$ cat config.mk
export PLATFORM = sky130hd
export DESIGN_NAME = mem_stage_lsu_flat
export DESIGN_NICKNAME = d
export VERILOG_FILES = /design/src/rtl/mem_stage_lsu_if.sv /design/src/rtl/mem_stage_lsu.sv /design/src/flat_wrapper.sv
export SDC_FILE = /design/constraint.sdc
export NUM_CORES = 1
export LEC_CHECK = 0
export ABC_AREA = 1
export ABC_CLOCK_PERIOD_IN_PS = 3720
export CORE_MARGIN = 2
export CORE_UTILIZATION = 42
export DETAILED_ROUTE_END_ITERATION = 7
export PLACE_DENSITY = 0.95
export SYNTH_ARGS = -nofsm -noshare
export SYNTH_HDL_FRONTEND = slang
export SYNTH_SLANG_ARGS = --single-unit
$ cat constraint.sdc
create_clock -name clk -period 3.72 [get_ports clk]
set_input_delay 0.372 -clock clk [delete_from_list [all_inputs] [get_ports clk]]
set_output_delay 0.372 -clock clk [all_outputs]
set_load 0.05 [all_outputs]
$ cat src/rtl/mem_stage_lsu_if.sv
// Bundle between the MEM-stage LSU, the EX/MEM request side, writeback and datamem.
// The LSU uses the slave modport; the pipeline/datamem side uses master.
interface mem_stage_lsu_if #(
  parameter int ADDR_W = 8,
  parameter int RD_W   = 4
);
  logic              req_valid;
  logic              req_we;
  logic              req_byte;
  logic [31:0]       req_addr;
  logic [31:0]       req_wdata;
  logic [RD_W-1:0]   req_rd;
  logic              req_ready;
  logic              wb_valid;
  logic [31:0]       wb_data;
  logic [RD_W-1:0]   wb_rd;
  logic              align_err;
  logic [ADDR_W-1:0] dm_raddr;
  logic [ADDR_W-1:0] dm_waddr;
  logic [31:0]       dm_wdata;
  logic              dm_wea;
  logic [31:0]       dm_dout;

  modport slave (
    input  req_valid, req_we, req_byte, req_addr, req_wdata, req_rd, dm_dout,
    output req_ready, wb_valid, wb_data, wb_rd, align_err,
           dm_raddr, dm_waddr, dm_wdata, dm_wea
  );

  modport master (
    output req_valid, req_we, req_byte, req_addr, req_wdata, req_rd, dm_dout,
    input  req_ready, wb_valid, wb_data, wb_rd, align_err,
           dm_raddr, dm_waddr, dm_wdata, dm_wea
  );
endinterface

$ cat src/rtl/mem_stage_lsu.sv
// MEM-stage load/store unit: word/byte loads and stores against a 1-cycle
// synchronous-read datamem; byte stores are done as read-modify-write.
module mem_stage_lsu #(
  parameter int ADDR_W = 8,
  parameter int RD_W   = 4
) (
  input  logic              clk,
  input  logic              rst,
  mem_stage_lsu_if.slave    bus
);

  typedef enum logic [1:0] {IDLE, LD_WAIT, ST_MERGE} state_e;

  state_e            state_q, state_d;
  logic [ADDR_W-1:0] idx_q, idx_d;
  logic [1:0]        lane_q, lane_d;
  logic [RD_W-1:0]   rd_q, rd_d;
  logic [7:0]        wbyte_q, wbyte_d;
  logic              byte_q, byte_d;
  logic              wb_valid_q, wb_valid_d;
  logic [31:0]       wb_data_q, wb_data_d;
  logic [RD_W-1:0]   wb_rd_q, wb_rd_d;
  logic              align_q, align_d;

  logic [ADDR_W-1:0] req_idx;
  logic [4:0]        lane_sh;
  logic [7:0]        lane_byte;
  logic [31:0]       merged;
  logic              unused_addr_hi;

  assign req_idx        = bus.req_addr[ADDR_W+1:2];
  assign lane_sh        = {lane_q, 3'b000};
  assign unused_addr_hi = ^bus.req_addr[31:ADDR_W+2];

  // Lane extract for byte loads and lane replace for byte-store merge.
  always_comb begin
    lane_byte          = bus.dm_dout[lane_sh +: 8];
    merged             = bus.dm_dout;
    merged[lane_sh +: 8] = wbyte_q;
  end

  always_comb begin
    state_d      = state_q;
    idx_d        = idx_q;
    lane_d       = lane_q;
    rd_d         = rd_q;
    wbyte_d      = wbyte_q;
    byte_d       = byte_q;
    wb_valid_d   = 1'b0;
    wb_data_d    = wb_data_q;
    wb_rd_d      = wb_rd_q;
    align_d      = 1'b0;
    bus.req_ready = 1'b0;
    bus.dm_raddr  = idx_q;
    bus.dm_waddr  = idx_q;
    bus.dm_wdata  = merged;
    bus.dm_wea    = 1'b0;
    case (state_q)
      IDLE: begin
        bus.req_ready = 1'b1;
        bus.dm_raddr  = req_idx;
        bus.dm_waddr  = req_idx;
        bus.dm_wdata  = bus.req_wdata;
        if (bus.req_valid) begin
          idx_d   = req_idx;
          lane_d  = bus.req_addr[1:0];
          rd_d    = bus.req_rd;
          wbyte_d = bus.req_wdata[7:0];
          byte_d  = bus.req_byte;
          align_d = !bus.req_byte && (bus.req_addr[1:0] != 2'b00);
          if (bus.req_we && !bus.req_byte) bus.dm_wea = 1'b1;
          else if (bus.req_we)             state_d = ST_MERGE;
          else                             state_d = LD_WAIT;
        end
      end
      LD_WAIT: begin
        wb_valid_d = 1'b1;
        wb_rd_d    = rd_q;
        wb_data_d  = byte_q ? {24'b0, lane_byte} : bus.dm_dout;
        state_d    = IDLE;
      end
      ST_MERGE: begin
        bus.dm_wea = 1'b1;
        state_d    = IDLE;
      end
      default: state_d = IDLE;
    endcase
    // Reset must never let a half-finished sequence reach the memory.
    if (rst) bus.dm_wea = 1'b0;
  end

  always_ff @(posedge clk) begin
    if (rst) begin
      state_q    <= IDLE;
      idx_q      <= '0;
      lane_q     <= '0;
      rd_q       <= '0;
      wbyte_q    <= '0;
      byte_q     <= 1'b0;
      wb_valid_q <= 1'b0;
      wb_data_q  <= '0;
      wb_rd_q    <= '0;
      align_q    <= 1'b0;
    end else begin
      state_q    <= state_d;
      idx_q      <= idx_d;
      lane_q     <= lane_d;
      rd_q       <= rd_d;
      wbyte_q    <= wbyte_d;
      byte_q     <= byte_d;
      wb_valid_q <= wb_valid_d;
      wb_data_q  <= wb_data_d;
      wb_rd_q    <= wb_rd_d;
      align_q    <= align_d;
    end
  end

  assign bus.wb_valid  = wb_valid_q;
  assign bus.wb_data   = wb_data_q;
  assign bus.wb_rd     = wb_rd_q;
  assign bus.align_err = align_q;

endmodule

$ cat src/flat_wrapper.sv
// flat-port wrapper written by rule: the top's interface ports become plain ports
module mem_stage_lsu_flat 
#(
  parameter int ADDR_W = 8,
  parameter int RD_W   = 4
)
  (clk, rst, bus_req_valid, bus_req_we, bus_req_byte, bus_req_addr, bus_req_wdata, bus_req_rd, bus_dm_dout, bus_req_ready, bus_wb_valid, bus_wb_data, bus_wb_rd, bus_align_err, bus_dm_raddr, bus_dm_waddr, bus_dm_wdata, bus_dm_wea);
  mem_stage_lsu_if #(.ADDR_W(ADDR_W), .RD_W(RD_W)) bus_i ();
  input  logic clk;
  input  logic rst;
  input wire logic [$bits(bus_i.req_valid)-1:0] bus_req_valid;
  input wire logic [$bits(bus_i.req_we)-1:0] bus_req_we;
  input wire logic [$bits(bus_i.req_byte)-1:0] bus_req_byte;
  input wire logic [$bits(bus_i.req_addr)-1:0] bus_req_addr;
  input wire logic [$bits(bus_i.req_wdata)-1:0] bus_req_wdata;
  input wire logic [$bits(bus_i.req_rd)-1:0] bus_req_rd;
  input wire logic [$bits(bus_i.dm_dout)-1:0] bus_dm_dout;
  output wire logic [$bits(bus_i.req_ready)-1:0] bus_req_ready;
  output wire logic [$bits(bus_i.wb_valid)-1:0] bus_wb_valid;
  output wire logic [$bits(bus_i.wb_data)-1:0] bus_wb_data;
  output wire logic [$bits(bus_i.wb_rd)-1:0] bus_wb_rd;
  output wire logic [$bits(bus_i.align_err)-1:0] bus_align_err;
  output wire logic [$bits(bus_i.dm_raddr)-1:0] bus_dm_raddr;
  output wire logic [$bits(bus_i.dm_waddr)-1:0] bus_dm_waddr;
  output wire logic [$bits(bus_i.dm_wdata)-1:0] bus_dm_wdata;
  output wire logic [$bits(bus_i.dm_wea)-1:0] bus_dm_wea;
  assign bus_i.req_valid = bus_req_valid;
  assign bus_i.req_we = bus_req_we;
  assign bus_i.req_byte = bus_req_byte;
  assign bus_i.req_addr = bus_req_addr;
  assign bus_i.req_wdata = bus_req_wdata;
  assign bus_i.req_rd = bus_req_rd;
  assign bus_i.dm_dout = bus_dm_dout;
  assign bus_req_ready = bus_i.req_ready;
  assign bus_wb_valid = bus_i.wb_valid;
  assign bus_wb_data = bus_i.wb_data;
  assign bus_wb_rd = bus_i.wb_rd;
  assign bus_align_err = bus_i.align_err;
  assign bus_dm_raddr = bus_i.dm_raddr;
  assign bus_dm_waddr = bus_i.dm_waddr;
  assign bus_dm_wdata = bus_i.dm_wdata;
  assign bus_dm_wea = bus_i.dm_wea;
  mem_stage_lsu #(.ADDR_W(ADDR_W), .RD_W(RD_W)) u_core (.clk(clk), .rst(rst), .bus(bus_i));
endmodule
==> impl_metrics.tcl <==
set metrics [dict create \
    path_class "flip-flop to output pin" \
    synth_top_family_by_area "simple AND/OR/NAND/NOR gates" \
    initial_core_util_pct 43.3 \
    power.density_nw_per_um2 411 \
    ys_ff_latch 63 \
    grt_pass1_wl_microns 19300 \
    dr.pass1.iters 5 \
    ys_types 26 \
    max_freq_ghz 0.287 \
    nets 785 \
    synth_edf_count 0 \
    synth_nets 643 \
    place.gp.congestion 0.939 \
    wl_met3_microns 981 \
    cp_max_fo 13 \
    fin_setup_tns_ns 0 \
    setup_viol 0 \
    crit_path_end_kind "output pin" \
    synth_top_area_share_pct 35.7 \
    hpwl_microns 9640 \
    syn2layout_area_growth_pct 51.3 \
    start_kind "flip-flop" \
    synth.top_cells.by_area "dfxtp_1 36%, nand2_1 11%, a21oi_1 10%, nand3_1 9.3%, o21ai_0 7.5%" \
    hold_viol 0 \
    drcViolationCount 0 \
    grt-ovfl-total 0 \
    final-max-slew-violation-count 0 \
    maxCapViolations 0 \
    total_leakage_power_uw 0.00228 \
    rrSetupSlack_ns 1.73 \
    post-route-util_pct 65.5 \
    wl_microns 12500 \
    yosys.area_share.adder_pct 1.77 \
    clockBufferDepth 2 \
    wl_met2_microns 6310 \
    hold_path_end "u_core.idx_q[7]$_SDFFE_PP0N_" \
    synthSimpleGateAreaFrac_pct 28.3 \
    tritoncts "done" \
    clk_pin_slew_ns 0.07 \
    grt_setup_unrepaired "no" \
    die_y_microns 95.8 \
    synth_area_sq_um 3540 \
    synthTopCellsByCount "108 x nand2_1, 74 x a21oi_1, 66 x nand3_1, 63 x dfxtp_1, 53 x o21ai_0" \
    status "complete, no violations" \
    antenna_left 0 \
    fp.dieW_microns 95.8 \
    yosysSeqAreaShare_pct 35.7 \
    hold_start "u_core.idx_q[7]$_SDFFE_PP0N_" \
    drive_gt1_share_pct 4.85 \
    synth_top_flop_cell "dfxtp_1" \
    worst-r2r-cell-count 5 \
    core_area_sq_um 8180 \
    vias 4295 \
    r2r-start "u_core.state_q[1]$_SDFFE_PP0P_" \
    n_antenna_cell 0 \
    ir_drop_mv 0.228 \
    post_cts_buffers 0 \
    crit_arrival_ns 3.12 \
    post-route-period-util_pct 93.8 \
    htreeDepth 3 \
    numCtsBuffers 9 \
    yosys_warnings 0 \
    grt_start_max_net_pins 62 \
    highest_layer "met4" \
    wl_per_cell_microns 16.0 \
    worstPathRequired_ns 3.35 \
    port_buffers 170 \
    regToRegEndpoint "u_core.wbyte_q[2]$_SDFFE_PP0N_" \
    syn_area_per_cell_sq_um 6.64 \
    cts.repair.resized 0 \
    wl_met1_microns 4810 \
    min_path_cells 2 \
    grt_pass1_vias 4115 \
    yosysTopAreaCell "dfxtp_1" \
    root_buffer "clkbuf_8" \
    antenna_found_initial 0 \
    grt_usage_pct 27.1 \
    synth-xor-area-share_pct 0 \
    cts_sinks 63 \
    synth_compound_area_share_pct 21.6 \
    yosysMostFrequentCell "nand2_1" \
    fillers 731 \
    slew_headroom_pct 41.6 \
    fin_crit_ns 3.49 \
    synthMuxAreaShare_pct 0 \
    hold_class "flip-flop to flip-flop" \
    finClkSkew_ns 0.00715 \
    hold_buffers 0 \
    viasPerCell 5.47 \
    clk_latency_ns 0.35 \
    async_flop_share_pct 0 \
    drtIter0Drc 336 \
    die-area_sq_um 9170 \
    rows 33 \
    io_pins 193 \
    worst_pin_slew_ns 0.875 \
    syn_inst 533 \
]
==> area by class of cell <==
cell class | instances | area, sq um | share of cell area [%]
Multi-Input combinational cell | 380 | 1830 | 34.2
Timing Repair Buffer | 173 | 1720 | 32.2
Sequential cell | 63 | 1260 | 23.6
Inverter | 48 | 183 | 3.41
Clock buffer | 11 | 141 | 2.64
Tap cell | 105 | 131 | 2.45
Clock inverter | 5 | 81.3 | 1.52
==> metrics by stage <==
stage	area, sq um	setup WS, ns	hold slack [ns]	std cells	power (uW)
final	5350	0.230	0.454	785	2200
after global routing	5350	0.0182	0.479	785	2280
after CTS	5350	0.234	0.456	785	2200
after detailed placement	5130	0.619	0.443	769	1530
after global placement	5130	0.703	0.436	769	1520
after floorplan	3540	0.725	0.425	533	1260
==> routing by layer <==
| metal | vias to the layer above | GRT usage (%) |
|---|---|---|
| li1 | 2043 | - |
| met1 | 2010 | 31.2 |
| met2 | 197 | 47.5 |
| met3 | 45 | 5.87 |
| met4 | 0 | 13.0 |
| met5 | - | 0 |
==> report_power, final <==
part,internal [uW],switching (uW)
sequential,713,34.1
combinational,272,508
clock,396,276
==> cell families (layout without fill, tap and decap cells) <==
kind of cell,count (synthesis),in the layout
fa+ha+maj,5,5
compound gates,144,144
flops,63,63
simple gates,231,231
buf+inv,90,237
==> state kept, by name (all words and copies together), names as in the netlist <==
name                  flops
u_core.byte_q             1
u_core.bus.align_err      1
u_core.bus.wb_data       32
u_core.bus.wb_rd          4
u_core.wbyte_q            8
u_core.bus.wb_valid       1
u_core.rd_q               4
u_core.lane_q             2
u_core.idx_q              8
u_core.state_q            2
==> placed cells by master, fill, tap and decap left out, types with 8 or more instances in the layout <==
cell,Yosys,layout
clkdlybuf4s50_1,0,170
nand2_1,108,108
a21oi_1,74,74
nand3_1,66,66
dfxtp_1,63,63
o21ai_0,53,53
nor2_1,48,48
inv_1,40,40
clkbuf_8,0,10
o31ai_1,8,8
==> critical path, cell delays in order (launching register included) <==
cell,delay [ns]
dfxtp_1,0.63
inv_1,0.19
ha_1,0.25
inv_2,0.18
nand2_1,0.12
nor3_4,0.27
nand3_1,0.12
a21oi_1,0.17
clkdlybuf4s50_1,0.85
==> how the worst max path moves through the flow <==
stage | cells past startpoint | from | to | slack (ns)
floorplan | 11 | u_core.lane_q[0]$_SDFFE_PP0N_ | bus_dm_wdata[11] | 0.72
global placement | 8 | u_core.lane_q[1]$_SDFFE_PP0N_ | bus_dm_wdata[22] | 0.70
detailed placement | 8 | u_core.lane_q[1]$_SDFFE_PP0N_ | bus_dm_wdata[17] | 0.62
CTS | 8 | u_core.lane_q[1]$_SDFFE_PP0N_ | bus_dm_wdata[17] | 0.23
global route | 8 | u_core.lane_q[1]$_SDFFE_PP0N_ | bus_dm_wdata[16] | 0.02
finish | 8 | u_core.lane_q[1]$_SDFFE_PP0N_ | bus_dm_wdata[17] | 0.23
No activity file was read; power rests on OpenSTA's default activity.
